$ cat src/rtl/mic_conditioner.sv
// Microphone sample conditioner: offset-binary to signed, optional DC removal,
// shift gain with saturation, registered L/R words with a one-cycle valid strobe.
module mic_conditioner #(
  parameter int DC_SHIFT = 8
) (
  input  logic               clk,
  input  logic               rst,
  input  logic [11:0]        sample_in,
  input  logic               sample_valid,
  input  logic [2:0]         gain,
  input  logic               dc_en,
  input  logic               mute,
  input  logic               invert_r,
  input  logic               clip_clr,
  output logic signed [15:0] out_left,
  output logic signed [15:0] out_right,
  output logic               out_valid,
  output logic               clip
);
  localparam int ACC_W = 13 + DC_SHIFT;

  logic                    r_sv_d;
  logic [11:0]             r_samp;
  logic [2:0]              r_vld_pipe;
  logic signed [12:0]      r_d;
  logic signed [15:0]      r_y;
  logic signed [ACC_W-1:0] r_acc;

  logic                    w_accept;
  logic signed [12:0]      w_s, w_dc, w_d;
  logic signed [ACC_W-1:0] w_acc_sh, w_acc_nxt;
  logic [3:0]              w_sh;
  logic signed [23:0]      w_pe, w_p;
  logic                    w_hi, w_lo;
  logic signed [15:0]      w_sat, w_y, w_neg;
  logic                    w_clip_set;

  assign w_accept = sample_valid & ~r_sv_d;

  // Offset-binary to two's complement is an MSB flip, sign-extended to 13 bits.
  assign w_s       = {~r_samp[11], ~r_samp[11], r_samp[10:0]};
  assign w_acc_sh  = r_acc >>> DC_SHIFT;
  assign w_dc      = w_acc_sh[12:0];
  assign w_d       = dc_en ? (w_s - w_dc) : w_s;
  assign w_acc_nxt = r_acc + {{DC_SHIFT{w_s[12]}}, w_s} - {{DC_SHIFT{w_dc[12]}}, w_dc};

  assign w_sh       = {1'b0, gain} + 4'd4;
  assign w_pe       = {{11{r_d[12]}}, r_d};
  assign w_p        = w_pe <<< w_sh;
  assign w_hi       = (w_p > 24'sd32767);
  assign w_lo       = (w_p < -24'sd32768);
  assign w_sat      = w_hi ? 16'sh7FFF : (w_lo ? 16'sh8000 : w_p[15:0]);
  assign w_y        = mute ? 16'sd0 : w_sat;
  assign w_clip_set = r_vld_pipe[1] & ~mute & (w_hi | w_lo);

  // Negating the most negative word would wrap; clamp it to full-scale positive.
  assign w_neg = (r_y == 16'sh8000) ? 16'sh7FFF : -r_y;

  always_ff @(posedge clk or posedge rst) begin
    if (rst) begin
      r_sv_d     <= 1'b0;
      r_samp     <= '0;
      r_vld_pipe <= '0;
      r_d        <= '0;
      r_y        <= '0;
      r_acc      <= '0;
      out_left   <= '0;
      out_right  <= '0;
      out_valid  <= 1'b0;
      clip       <= 1'b0;
    end else begin
      r_sv_d     <= sample_valid;
      r_vld_pipe <= {r_vld_pipe[1:0], w_accept};
      if (w_accept) r_samp <= sample_in;
      if (r_vld_pipe[0]) begin
        r_d <= w_d;
        if (dc_en) r_acc <= w_acc_nxt;
      end
      if (r_vld_pipe[1]) r_y <= w_y;
      if (r_vld_pipe[2]) begin
        out_left  <= r_y;
        out_right <= invert_r ? w_neg : r_y;
      end
      out_valid <= r_vld_pipe[2];
      if (w_clip_set)    clip <= 1'b1;
      else if (clip_clr) clip <= 1'b0;
    end
  end
endmodule

$ cat config.mk
export PLATFORM = sky130hd
export DESIGN_NAME = mic_conditioner
export DESIGN_NICKNAME = d
export VERILOG_FILES = /design/src/rtl/mic_conditioner.sv
export SDC_FILE = /design/constraint.sdc
export NUM_CORES = 1
export LEC_CHECK = 0
export CORE_MARGIN = 1.5
export CORE_UTILIZATION = 59
export CTS_CLUSTER_SIZE = 14
export DETAILED_ROUTE_END_ITERATION = 10
export PLACE_DENSITY = 0.81
export SLEW_MARGIN = 25
export SYNTH_ARGS = -nofsm -noshare
export SYNTH_HDL_FRONTEND = slang
export SYNTH_SLANG_ARGS = --single-unit
$ cat constraint.sdc
create_clock -name clk -period 4.1 [get_ports clk]
set_clock_uncertainty 0.2 [all_clocks]
set_input_delay 0.615 -clock clk [delete_from_list [all_inputs] [get_ports clk]]
set_output_delay 0.615 -clock clk [all_outputs]
set_load 0.01 [all_outputs]
==> flow_metrics.env <==
export IMPL_outcome="finished, final reports clean"
export IMPL_gr_usage_all_layers_pct=27.85
export IMPL_wl_per_cell_microns=16.51
export IMPL_whs_ns=0.2893
export IMPL_netlist_area_sq_mm=0.006730
export IMPL_synthCells=751
export IMPL_mostFrequentLayoutCells="dfrtp_1 (100), inv_1 (94), nand2_1 (65)"
export IMPL_overflow=0
export IMPL_cts_tree="done"
export IMPL_finalCritPeriodShare_pct=82.55
export IMPL_vias=5565
export IMPL_clockRootBuffer="clkbuf_16"
export IMPL_antenna_cells=0
export IMPL_totalPowerFinal_w=0.006833
export IMPL_synth_edf_count=0
export IMPL_synth_cell_types=59
export IMPL_synth_top_cell_by_area="dfrtp_1"
export IMPL_coreArea_sq_mm=0.01098
export IMPL_filler_cell_count=801
export IMPL_grt_max_degree=66
export IMPL_drive_above_1_share_pct=7.347
export IMPL_die_h_microns=109.8
export IMPL_multiInputGateArea_sq_mm=0.003745
export IMPL_dieArea_sq_mm=0.01206
export IMPL_setup_viol=0
export IMPL_period_needed_ns=3.384
export IMPL_power_density_mw_per_mm2=886.1
export IMPL_via_per_inst=5.901
export IMPL_required_ns=4.13
export IMPL_register_area_sq_mm=0.002502
export IMPL_row_count=38
export IMPL_synth_warnings=0
export IMPL_postCtsSetupRepairBufs=0
export IMPL_port_buffers=55
export IMPL_relSlewSlack_pct=46.90
export IMPL_hold_violations=0
export IMPL_drc=0
export IMPL_ctsHtreeMaxLevel=3
export IMPL_area_growth_pct=14.58
export IMPL_final_max_slew_viol_count=0
export IMPL_drt_pass1_iterations=5
export IMPL_yosysSeqAreaShare_pct=37.18
export IMPL_max_cap_violations=0
export IMPL_synth_top_area_share_pct=37.18
export IMPL_nets=875
export IMPL_io_pins=56
export IMPL_crit_type="flip-flop to flip-flop"
export IMPL_ys_ff_latch=100
export IMPL_synthTopCellsByArea="dfrtp_1 (37%), ha_1 (6.3%), fa_1 (6.2%)"
export IMPL_die_w_microns=109.8
export IMPL_ir_drop_mv=0.7182
export IMPL_synthArstFlopShare_pct=100.0
export IMPL_worst_slew_pin_slew_ns=0.7966
export IMPL_hp_class="flip-flop to flip-flop"
export IMPL_grt_pass1_vias=5505
export IMPL_critPathCaptureType="flip-flop"
export IMPL_post_cts_resized=0
export IMPL_cts_path_max_buffers=2
export IMPL_initial_core_util_pct=61.28
export IMPL_antenna_found_initial=0
export IMPL_fmax_ghz=0.2955
export IMPL_crit_fanout=4
export IMPL_drtAntennaViolNets=0
export IMPL_rsz0062_at_grt="false"
export IMPL_routed_wl_microns=15570
export IMPL_fin_setup_tns_ns=0
export IMPL_clk_pin_slew_ns=0.07
export IMPL_grt_pass1_wl_microns=25880
export IMPL_insertion_delay_ns=0.36
export IMPL_ys_flop_type="dfrtp_1"
export IMPL_dpl_hpwl_microns=11790
export IMPL_gp_congestion=0.9471
export IMPL_avgSynthCellArea_sq_um=8.962
export IMPL_cts_sinks=100
export IMPL_crit_arrival_ns=3.42
export IMPL_cts_buffers=9
export IMPL_drt_iter0_drc=457
export IMPL_layout_commonest_cell="dfrtp_1"
export IMPL_leakage_nw=3.585
export IMPL_cp_start_kind="flip-flop"
export IMPL_hold_buffers=0
export IMPL_synth_nets=828
==> report_power, final <==
group          total, W  switching, W  internal [W]
combinational   0.00427       0.00234       0.00193
clock          0.000878      0.000398      0.000480
sequential      0.00168      0.000364       0.00132
==> through the flow <==
stage / util (%) / area (sq um) / worst slack (ns) / cells
2_1_floorplan: - / 6730 / 0.6662 / 751
3_5_place_dp: 67.48 / 7411 / 0.8102 / 927
4_1_cts: 70.21 / 7711 / 0.7555 / 943
6_report: 70.21 / 7711 / 0.7156 / 943
5_1_grt: 70.21 / 7711 / 0.4517 / 943
3_3_place_gp: 67.48 / 7411 / 0.8457 / 927
==> sequential cells by signal, summed over array words and instances, names as in the netlist <==
name / cells
clip: 1
out_left: 16
out_right: 16
out_valid: 1
r_acc: 21
r_d: 13
r_samp: 12
r_sv_d: 1
r_vld_pipe: 3
r_y: 16
==> worst max-delay path: stages, from the launching register on <==
cell	delay [ns]
dfrtp_1	0.36
inv_1	0.12
fa_1	0.61
inv_1	0.06
ha_1	0.27
a21o_1	0.12
a21oi_1	0.09
o21ai_0	0.47
a21boi_1	0.29
nor4_1	0.42
nor4_1	0.07
nand3b_1	0.17
==> cell usage after synthesis (2+ instances only) <==
library cell,instances
a211oi_1,7
a21boi_0,3
a21o_1,14
a21oi_1,52
a31oi_1,9
and3_1,2
buf_2,5
clkbuf_1,22
dfrtp_1,100
fa_1,21
ha_1,34
inv_1,95
mux2_2,28
mux2i_1,17
nand2_1,65
nand2b_1,4
nand3_1,11
nand3b_1,3
nand4_1,6
nor2_1,61
nor2b_1,16
nor3_1,10
nor3b_1,4
nor4_1,4
o2111ai_1,2
o211a_1,2
o211ai_1,2
o21a_1,9
o21ai_0,64
o21bai_1,2
o22ai_1,8
o31a_1,3
o31ai_1,7
o41ai_1,2
or3_1,4
xnor2_1,20
xor2_1,11
==> metal layers <==
metal,global-route usage (%),vias to the layer above,wire (microns)
met5,0,-,0
met4,12.62,0,443
met3,4.090,46,627
met2,49.96,167,8171
met1,32.83,2689,6328
li1,-,2663,-
==> cell families after synthesis <==
logic type | count (synthesis) | synth area share [%]
mux | 46 | 7.548
simple gates | 196 | 13.37
compound gates | 198 | 18.13
flops | 100 | 37.18
xor+xnor | 31 | 4.034
fa+ha+maj | 55 | 12.57
buf+inv | 125 | 7.176
==> area by class of cell <==
cell class | count | area share [%]
multi-input combinational | 526 | 48.56
clock inverter | 6 | 0.9249
sequential | 100 | 32.45
inverter | 96 | 4.705
tap | 140 | 2.272
clock buffer | 10 | 2.969
timing repair buffer | 65 | 8.113
==> path summary, 6_finish.rpt <==
kind	start	endpoint	slack, ns	cells past startpoint
worst max-delay path	r_samp[1]	r_acc[19]	0.72	11
worst min-delay path	r_acc[6]	r_acc[6]	0.29	2
worst max register to register	r_samp[1]	r_acc[19]	0.72	11
worst min register to register	r_acc[6]	r_acc[6]	0.29	2
max in group asynchronous	rst	out_valid	2.36	3
min in group asynchronous	rst	r_acc[3]	0.57	2
(Power assumes the default switching activity.)
